File: config.mk
export PLATFORM = sky130hd
export DESIGN_NAME = led_segment
export DESIGN_NICKNAME = d
export VERILOG_FILES = /design/src/rtl/led_segment.sv
export SDC_FILE = /design/constraint.sdc
export NUM_CORES = 1
export LEC_CHECK = 0
export CAP_MARGIN = 0
export CORE_MARGIN = 1.5
export CORE_UTILIZATION = 56
export CTS_BUF_LIST = sky130_fd_sc_hd__clkbuf_4
export CTS_CLUSTER_SIZE = 16
export DETAILED_ROUTE_END_ITERATION = 10
export PLACE_DENSITY_LB_ADDON = 0.15
export SYNTH_ARGS = -nofsm -noshare
export SYNTH_HDL_FRONTEND = slang
export SYNTH_SLANG_ARGS = --single-unit
File: constraint.sdc
create_clock -name clk -period 4.31 [get_ports clk]
set_input_delay 0.862 -clock clk [delete_from_list [all_inputs] [get_ports clk]]
set_output_delay 0.862 -clock clk [all_outputs]
set_load 0.02 [all_outputs]
File: src/rtl/led_segment.sv
// Eight-digit hex display scanner driving a pair of cascaded 74HC595 shift
// registers: one 16-bit frame {segments, digit select} per digit slot.
module led_segment #(
  parameter int DIGIT_CYCLES = 50000
) (
  input  logic       clk,
  input  logic       rst_n,
  input  logic [3:0] seg_data_1,
  input  logic [3:0] seg_data_2,
  input  logic [3:0] seg_data_3,
  input  logic [3:0] seg_data_4,
  input  logic [3:0] seg_data_5,
  input  logic [3:0] seg_data_6,
  input  logic [3:0] seg_data_7,
  input  logic [3:0] seg_data_8,
  input  logic [7:0] seg_data_en,
  input  logic [7:0] seg_dot_en,
  output logic       rclk_out,
  output logic       sclk_out,
  output logic       sdio_out
);

  localparam int CNT_W = $clog2(DIGIT_CYCLES);
  localparam logic [CNT_W-1:0] CNT_LAST  = CNT_W'(DIGIT_CYCLES - 1);
  localparam logic [CNT_W-1:0] SHIFT_END = CNT_W'(64);
  localparam logic [CNT_W-1:0] LATCH_END = CNT_W'(66);

  typedef enum logic [1:0] {
    ST_SHIFT = 2'd0,
    ST_LATCH = 2'd1,
    ST_WAIT  = 2'd2
  } state_t;

  // Active-low segment pattern, dp (bit7) off.
  function automatic logic [7:0] hex_to_seg(input logic [3:0] v);
    case (v)
      4'h0: hex_to_seg = 8'hC0;
      4'h1: hex_to_seg = 8'hF9;
      4'h2: hex_to_seg = 8'hA4;
      4'h3: hex_to_seg = 8'hB0;
      4'h4: hex_to_seg = 8'h99;
      4'h5: hex_to_seg = 8'h92;
      4'h6: hex_to_seg = 8'h82;
      4'h7: hex_to_seg = 8'hF8;
      4'h8: hex_to_seg = 8'h80;
      4'h9: hex_to_seg = 8'h90;
      4'hA: hex_to_seg = 8'h88;
      4'hB: hex_to_seg = 8'h83;
      4'hC: hex_to_seg = 8'hC6;
      4'hD: hex_to_seg = 8'hA1;
      4'hE: hex_to_seg = 8'h86;
      default: hex_to_seg = 8'h8E;
    endcase
  endfunction

  state_t           state_q, state_d;
  logic [CNT_W-1:0] cnt_q, cnt_d;
  logic [2:0]       dig_q, dig_d;
  logic             run_q, run_d;
  logic [15:0]      frame_q, frame_d;
  logic             rclk_q, rclk_d;
  logic             sclk_q, sclk_d;
  logic             sdio_q, sdio_d;

  logic             frame_start;
  logic [3:0]       dig_val;
  logic [7:0]       seg_code;

  always_comb begin
    // run_q is low only in the first cycle after reset, which opens a frame
    // without advancing the digit index.
    frame_start = !run_q || (cnt_q == CNT_LAST);
    run_d       = 1'b1;
    cnt_d       = frame_start ? '0 : cnt_q + CNT_W'(1);
    dig_d       = (frame_start && run_q) ? dig_q + 3'd1 : dig_q;

    case (dig_d)
      3'd0:    dig_val = seg_data_1;
      3'd1:    dig_val = seg_data_2;
      3'd2:    dig_val = seg_data_3;
      3'd3:    dig_val = seg_data_4;
      3'd4:    dig_val = seg_data_5;
      3'd5:    dig_val = seg_data_6;
      3'd6:    dig_val = seg_data_7;
      default: dig_val = seg_data_8;
    endcase

    seg_code = 8'hFF;
    if (seg_data_en[dig_d]) begin
      seg_code = hex_to_seg(dig_val) & {~seg_dot_en[dig_d], 7'h7F};
    end
    frame_d = frame_start ? {seg_code, ~(8'd1 << dig_d)} : frame_q;

    state_d = state_q;
    if (frame_start) begin
      state_d = ST_SHIFT;
    end else begin
      case (state_q)
        ST_SHIFT: if (cnt_d == SHIFT_END) state_d = ST_LATCH;
        ST_LATCH: if (cnt_d == LATCH_END) state_d = ST_WAIT;
        ST_WAIT:  state_d = ST_WAIT;
        default:  state_d = ST_SHIFT;
      endcase
    end

    // Outputs are computed for the upcoming cycle so they land in registers.
    sdio_d = sdio_q;
    sclk_d = 1'b0;
    rclk_d = 1'b0;
    case (state_d)
      ST_SHIFT: begin
        sdio_d = frame_d[4'd15 - cnt_d[5:2]];
        sclk_d = cnt_d[1];
      end
      ST_LATCH: rclk_d = 1'b1;
      default: ;
    endcase
  end

  always_ff @(posedge clk) begin
    if (!rst_n) begin
      state_q <= ST_SHIFT;
      cnt_q   <= '0;
      dig_q   <= '0;
      run_q   <= 1'b0;
      rclk_q  <= 1'b0;
      sclk_q  <= 1'b0;
      sdio_q  <= 1'b0;
    end else begin
      state_q <= state_d;
      cnt_q   <= cnt_d;
      dig_q   <= dig_d;
      run_q   <= run_d;
      rclk_q  <= rclk_d;
      sclk_q  <= sclk_d;
      sdio_q  <= sdio_d;
    end
  end

  always_ff @(posedge clk) begin
    frame_q <= frame_d;
  end

  assign rclk_out = rclk_q;
  assign sclk_out = sclk_q;
  assign sdio_out = sdio_q;

endmodule

==> results of run 1 <==
==> metrics by stage <==
| step | hold WS (ns) | cell area, um2 | power (mW) | worst slack, ns | utilization (%) |
|---|---|---|---|---|---|
| 6_report | 0.477 | 3810 | 0.733 | 0.731 | 69.3 |
| 5_1_grt | 0.493 | 3810 | 0.767 | 0.463 | 69.3 |
| 4_1_cts | 0.474 | 3810 | 0.736 | 0.779 | 69.3 |
| 3_5_place_dp | 0.443 | 3760 | 0.547 | 0.666 | 68.3 |
| 3_3_place_gp | 0.432 | 3760 | 0.544 | 0.710 | 68.3 |
| 2_1_floorplan | 0.420 | 3210 | 0.478 | 1.00 | - |
==> power by group <==
part           switching, mW  internal, mW  total, mW  leakage [nW]
combinational         0.0579        0.0787      0.137         0.974
sequential            0.0101         0.394      0.404         0.336
clock                  0.130        0.0621      0.192        0.0307
total                  0.198         0.535      0.733          1.34
==> how the worst max path moves through the flow <==
| stage | from | endpoint | slack (ns) | cells after the start |
|---|---|---|---|---|
| after global placement | seg_data_3[1] | sdio_out | 0.71 | 13 |
| after floorplan | cnt_q[0] | sdio_out | 1.00 | 17 |
| after detailed placement | seg_data_7[1] | sdio_out | 0.67 | 13 |
| after CTS | cnt_q[0] | sdio_out | 0.78 | 14 |
| final | cnt_q[0] | sdio_out | 0.73 | 14 |
| after global routing | cnt_q[0] | sdio_out | 0.46 | 15 |
==> cell usage in the layout (no fill, tap or decap), types with 4 or more instances in the layout <==
cell type,count
xor2_1,9
nor3b_1,4
mux2i_1,19
a21oi_1,10
a31oi_1,9
nand3_1,14
nor3_1,15
nor2_1,34
o22a_1,7
ha_1,8
and2_1,4
buf_4,8
nand2_1,50
o22ai_1,10
dfxtp_1,41
o21ai_0,19
o221ai_1,5
clkbuf_4,5
mux2_2,4
xnor2_1,6
a22o_1,4
nand2b_1,6
inv_1,12
and3_1,6
mux4_2,6
clkdlybuf4s50_1,52
==> sequential cells by signal (all words and copies together) (netlist names) <==
register and flops:
state_q 2, dig_q 3, run_q 1, sdio_out 1, cnt_q 16, sclk_out 1, frame_q 16, rclk_out 1
==> metal layers <==
metal	track usage, %	up-vias
met1	38.2	1510
met3	4.48	12
li1	-	1530
met5	0	-
met4	7.50	0
met2	46.8	150
==> critical path: stages, from the launching register on <==
cell,delay (ns)
dfxtp_1,0.41
ha_1,0.23
and3_1,0.33
nand2_1,0.17
o21ai_2,0.29
o21ai_0,0.30
a22o_1,0.34
nor4_4,0.15
inv_1,0.10
ha_1,0.22
o21ai_0,0.24
a211oi_1,0.09
or3_1,0.40
a21oi_2,0.16
nor3_2,0.05
==> cell families after synthesis <==
kind of cell	after synthesis	share of synthesized area [%]
compound gates	95	21.3
mux	29	11.5
simple gates	168	28.7
fa+ha+maj	8	3.12
xor+xnor	16	4.60
buf+inv	35	5.22
flops	41	25.5
==> cell type report <==
class	count	area, um2	area share [%]
clock inverters	3	16.3	0.426
well taps	72	90.1	2.36
multi-input cells	316	2220	58.3
repair buffers	60	581	15.2
clock buffers	5	37.5	0.984
flip-flops and latches	41	821	21.5
inverters	12	45.0	1.18
==> impl_metrics.toml, run 1 <==
[cts]
hold_buffers = 0
tritoncts = "done"
clock_sinks = 41
cts.root.buffer_cell = "clkbuf_4"
max-clock-path-buffers = 2
clk_latency_ns = 0.36
ctsResizeCount = 0
clkTransAtPathRegs_ns = 0.13
numCtsBuffers = 5
post_cts_buffers = 0
htreeDepth = 2

[synth]
async_reset_ff_share_pct = 0
yosysWarnings = 0
synthFlopType = "dfxtp_1"
synth_common_cells = "50 x nand2_1, 41 x dfxtp_1, 34 x nor2_1, 19 x mux2i_1, 19 x o21ai_0"
synthDominantCellAreaShare_pct = 25.5
synth_top_area_cell = "dfxtp_1"
ys_seq_area_share_pct = 25.5
netlist_top_cells_area = "dfxtp_1 26%, mux2i_1 5.9%, nand2_1 5.8%"
synth_edf_count = 0
synth.most_common_cell = "nand2_1"
synth_area_um2 = 3210
yosys_register_bits = 41
synthCells = 392
syn-num-nets = 450
synth.avg_cell_area_um2 = 8.20
yosysUniqueCellTypes = 76

[route]
ant_nets = 0
wl_um = 8400
wl_per_cell_um = 16.5
vias_per_cell = 6.29
topRoutingLayerUsed = "met4"
vias = 3202
drt-met1-wl_um = 3760
wl_met3_um = 669
drc = 0
drt_iter0_drc = 341
first_pass_iters = 7
wl_met2_um = 3870

[setup_path]
crit_path_end_kind = "flop"
arrival_ns = 3.84
critical_path_class = "flop to flop"
r2r_start = "cnt_q[0]"
cp_max_fo = 6
rr_endpoint = "sdio_out"
r2r_setup_slack_ns = 0.73
cp-start-kind = "flop"
reg2reg_depth = 14
required_ns = 4.57

[timing]
fin_crit_ns = 3.58
slew_viol_final = 0
clock.fmax_mhz = 279
slew-limit-headroom_pct = 45.2
tightestPinTransition_ns = 0.820
final.period_utilization_pct = 83.0
setup_tns_ns = 0
finalHoldViolCount = 0
skew_ns = 0.0116
rsz0062_at_grt = "false"
finalSetupViolations = 0

[pwr]
power.density_nw_per_um2 = 192
p_leak_nw = 1.34
max-vdd-ir-drop_mv = 0.193

[die]
coreArea_um2 = 5510
die_x_um = 78.7
dieArea_um2 = 6200
row_count = 27
ios = 53
floorplan.initialDensity_pct = 58.4
die_height_um = 78.7

[layout]
final_nets = 494
drive_gt1_share_pct = 10.8
diodes = 0
synthToLayoutAreaGrowth_pct = 18.7
n_fill_cell = 478
instances_no_fill = 509

[global_routing]
grt_max_degree = 32
grt_use_total_pct = 28.3
antenna_found_initial = 0
globalRoute.totalOverflow = 0
grt_pass1_vias = 2990
grt_pass1_wl_um = 14200

[hold_path]
hold-path-cell-count = 2
holdPathEnd = "frame_q[2]"
min_from = "frame_q[2]"
holdCritPathClass = "flop to flop"

[placed_design]
dpl.cell_count = 501
gp_congestion = 0.896
hpwl_um = 6300
portBuffers = 52

[flow_run]
max-cap-violations = 0

[status]
outcome = "finished clean"
Power figures use the tool's default switching activity.
==> run 2: changes to the inputs <==
==> constraint.sdc (replaced) <==
create_clock -name clk -period 3.4 [get_ports clk]
set_input_delay 0.68 -clock clk [delete_from_list [all_inputs] [get_ports clk]]
set_output_delay 0.68 -clock clk [all_outputs]
set_load 0.02 [all_outputs]
==> run 2 against run 1 <==
Compared with the run above:
- utilization is 2.8 points higher
- global-route usage is 0.58 points higher
- register-to-register slack worse by 0.51 ns
- die area stayed put
- via count is 0.72% higher
- final area is 4.0% higher
- hold slack worse by 0.021 ns
- power is 27% higher
- critical path type unchanged
==> impl_metrics.toml, run 2 (synthesis results as in run 1) <==
[layout]
diodes = 0
mostFrequentLayoutCells = "52 x clkdlybuf4s50_1, 49 x nand2_1, 38 x dfxtp_1, 34 x nor2_1, 20 x buf_4"
instances_no_fill = 522
mostFrequentLayoutCell = "clkdlybuf4s50_1"
final_nets = 507
stdcell_area_um2 = 3970
synthToLayoutAreaGrowth_pct = 23.5
drive_gt1_share_pct = 15.8
largest_registers = "cnt_q x16, frame_q x16, dig_q x3"

[pwr]
max-vdd-ir-drop_mv = 0.215
power.density_nw_per_um2 = 234
p_leak_nw = 1.41

[cts]
clkTransAtPathRegs_ns = 0.14
numCtsBuffers = 5
tritoncts = "done"
cts.root.buffer_cell = "clkbuf_4"
clock_sinks = 41
max-clock-path-buffers = 2
clk_latency_ns = 0.36
htreeDepth = 2
post_cts_buffers = 0

[route]
ant_nets = 0
vias_per_cell = 6.18
wl_um = 8490
first_pass_iters = 5
drc = 0
wl_per_cell_um = 16.3
vias = 3225
drt_iter0_drc = 236

[status]
outcome = "finished clean"

[setup_path]
cp-start-kind = "flop"
cp_max_fo = 6
worstSetupStartpoint = "cnt_q[13]"
crit_path_end_kind = "flop"
r2r_start = "cnt_q[13]"
reg2reg_depth = 15
crit_end = "sdio_out"
required_ns = 3.66
rr_endpoint = "sdio_out"
critical_path_class = "flop to flop"
r2r_setup_slack_ns = 0.22
arrival_ns = 3.44

[placed_design]
dpl-instance-area_um2 = 3860
hpwl_um = 6390
portBuffers = 52
gp_congestion = 0.918
dpl.cell_count = 514

[die]
row_count = 27
floorplan.initialDensity_pct = 58.4
coreArea_um2 = 5510
ios = 53
die_x_um = 78.7
dieArea_um2 = 6200
die_height_um = 78.7

[global_routing]
grt_pass1_vias = 3068
grt_max_degree = 32
grt_pass1_wl_um = 14300
grt_use_total_pct = 28.8
antenna_found_initial = 0
globalRoute.totalOverflow = 0

[timing]
tightestPinTransition_ns = 0.659
slew_viol_final = 0
finalHoldViolCount = 0
skew_ns = 0.0184
hold_ws_ns = 0.456
slew-limit-headroom_pct = 55.9
final.period_utilization_pct = 93.5
clock.fmax_mhz = 315
finalSetupViolations = 0
fin_crit_ns = 3.18

[flow_run]
max-cap-violations = 0

[hold_path]
holdCritPathClass = "flop to flop"
hold-path-cell-count = 1
## run 2: through the flow
stage / power (mW) / setup TNS, ns / util (%) / worst slack, ns
6_report: 0.930 / 0 / 72.1 / 0.222
3_3_place_gp: 0.693 / 0 / 70.1 / 0.0334
5_1_grt: 0.974 / -0.0121 / 72.1 / -0.0121
4_1_cts: 0.936 / 0 / 71.1 / 0.0807
2_1_floorplan: 0.605 / 0 / - / 0.0941
3_5_place_dp: 0.696 / -0.00538 / 70.1 / -0.00538
## run 2: metal layers
layer / share of wire, % / vias up / global-route usage (%)
li1: - / 1570 / -
met2: 46 / 120 / 48.6
met1: 45 / 1517 / 38.3
met5: 0 / - / 0
met3: 6.4 / 18 / 4.02
met4: 2.0 / 0 / 8.39
## run 2: worst min path at each step
| stage | slack [ns] | startpoint | endpoint |
|---|---|---|---|
| after floorplan | 0.42 | frame_q[3] | frame_q[3] |
| after global placement | 0.43 | frame_q[6] | frame_q[6] |
| after detailed placement | 0.45 | frame_q[7] | frame_q[7] |
| after CTS | 0.48 | frame_q[7] | frame_q[7] |
| after global routing | 0.48 | cnt_q[0] | cnt_q[0] |
| final | 0.46 | cnt_q[0] | cnt_q[0] |
## run 2: timing repair
| action | 4_1_cts | 5_1_grt |
|---|---|---|
| resized for setup | 0 | 14 |
| setup endpoints to repair | 0 | 2 |
| hold buffers | 0 | 0 |
## run 2: worst max-delay path, stage by stage (launching register included)
cell and delay (ns):
dfxtp_1 0.38, and4bb_2 0.35, and4_4 0.27, nand3_4 0.09
nand2b_4 0.12, o21ai_2 0.09, a22o_1 0.27, nor4_4 0.27
inv_1 0.10, ha_1 0.21, inv_1 0.11, nor3_1 0.06
o22a_1 0.17, or3_1 0.37, a21oi_2 0.16, nor3_2 0.05
## run 2: layout make-up
type	instances	area, um2
Sequential cell	41	825
Tap cell	72	90.1
Clock buffer	5	37.5
Fill cell	428	1540
Clock inverter	3	17.5
Inverter	12	45.0
Timing Repair Buffer	73	682
Multi-Input combinational cell	316	2270
## run 2: report_power, final
group          switching (mW)  internal, mW  total [mW]
logic                  0.0752         0.103       0.178
clock network           0.162        0.0785       0.241
registers              0.0108         0.500       0.511
==> patch, RTL diff (config.mk and constraints of run 1) <==
Register the output `sdio_out` once more, cleared by the reset; this adds one clock of latency there. The other outputs are not delayed to match.
--- a/src/rtl/led_segment.sv
+++ b/src/rtl/led_segment.sv
@@ -145,3 +145,9 @@
   assign sclk_out = sclk_q;
-  assign sdio_out = sdio_q;
+  always_ff @(posedge clk) begin
+    if (!rst_n) begin
+      sdio_out <= '0;
+    end else begin
+      sdio_out <= sdio_q;
+    end
+  end
 
Check against the original RTL: not equivalent (a bounded check fails within 4 cycles, from zero or initial values and one cycle with rst_n low).
==> patch against run 1 <==
Power rose by 1.0%; final area about the same; first-iteration DRC count shrank 64%; sequential power increased by 1%; die area fell by 1.2%; worst setup slack lost 0.40 ns; routed wire length fell by 2.6%; final cell count is 1.4% higher; sequential cell count rose by 1; synthesized area down 1.3%; largest power group unchanged; highest routed layer unchanged.
==> patch: results (changes against run 1) <==
Run status
  – Outcome: complete, no violations

Setup path
  – Worst reg2reg setup slack: 0.34 ns (-0.40 ns)
  – Crit path arrival time: 4.24 ns (+0.40 ns)
  – R2R depth: 13 (-1)

Timing
  – Tmin final: 3.97 ns (+0.396 ns)
  – Worst Hold Slack: 0.464 ns (-0.0130 ns)

Route
  – DR pass1 iterations: 5 (-2)
  – Post-Route WL: 8180 microns (-2.6%)
  – Vias per cell: 6.02 (-4.4%)
  – Met2 WL: 3890 microns (+0.60%)

Yosys
  – Post-synthesis sequential area ratio: 26.5% (+0.96 points)
  – Syn Inst Count: 395 (+0.77%)
  – Top post-synthesis cells by count: dfxtp_1, nor2_1, nand2_1

Min path
  – Min-delay src: frame_q[0]
  – Hold EP: frame_q[0]

Global route
  – Largest net degree at the start of global routing: 43 (+34%)
  – Met2 usage: 47.0% (+0.15 points)
  – Met1 Track Usage GR: 37.0% (-1.2 points)
  – GRT met3 Usage: 3.02% (-1.5 points)
  – Total track usage: 27.8% (-0.45 points)

Layout
  – Fraction of final layout cells sized beyond drive strength 1: 9.68% (-1.1 points)
  – Final #Nets: 501 (+1.4%)
  – Fillers: 476 (-0.42%)

CTS
  – Clock latency on the worst-skew pair: 0.34 ns (-0.02 ns)

Pwr
  – P_leak: 1.39 nW (+3.5%)
  – P_seq: 410 uW (+1%)

Place
  – Cell Area, Placed: 3760 sq um (about the same)
  – Placement Setup Slack: 0.396 ns (-0.271 ns)
==> patch: cell families after synthesis <==
family | Yosys count | share of synthesized area (%)
AND/OR/NAND/NOR | 169 | 27.3
AO/OA/AOI/OAI | 90 | 20.8
flip-flops | 42 | 26.5
buffers and inverters | 37 | 4.89
multiplexers | 30 | 12.1
XOR/XNOR | 19 | 5.25
adder cells (fa/ha/maj) | 8 | 3.16
==> patch: worst max-delay path, cell delays in order, from the launching register on <==
cell      delay (ns)
dfxtp_1         0.40
ha_1            0.23
nand3_1         0.20
or4_1           0.74
nor2_4          0.23
o22ai_1         0.21
nor2b_1         0.20
o22ai_1         0.43
ha_1            0.30
inv_1           0.07
nor4_1          0.41
o41a_1          0.21
o21ai_1         0.07
a221oi_2        0.21
==> patch: area by class of cell <==
class,instances,area share (%)
Inverter,17,1.67
Clock buffer,6,1.18
Sequential cell,42,22.0
Timing Repair Buffer,61,15.4
Tap cell,72,2.36
Clock inverter,2,0.361
Multi-Input combinational cell,316,57.0
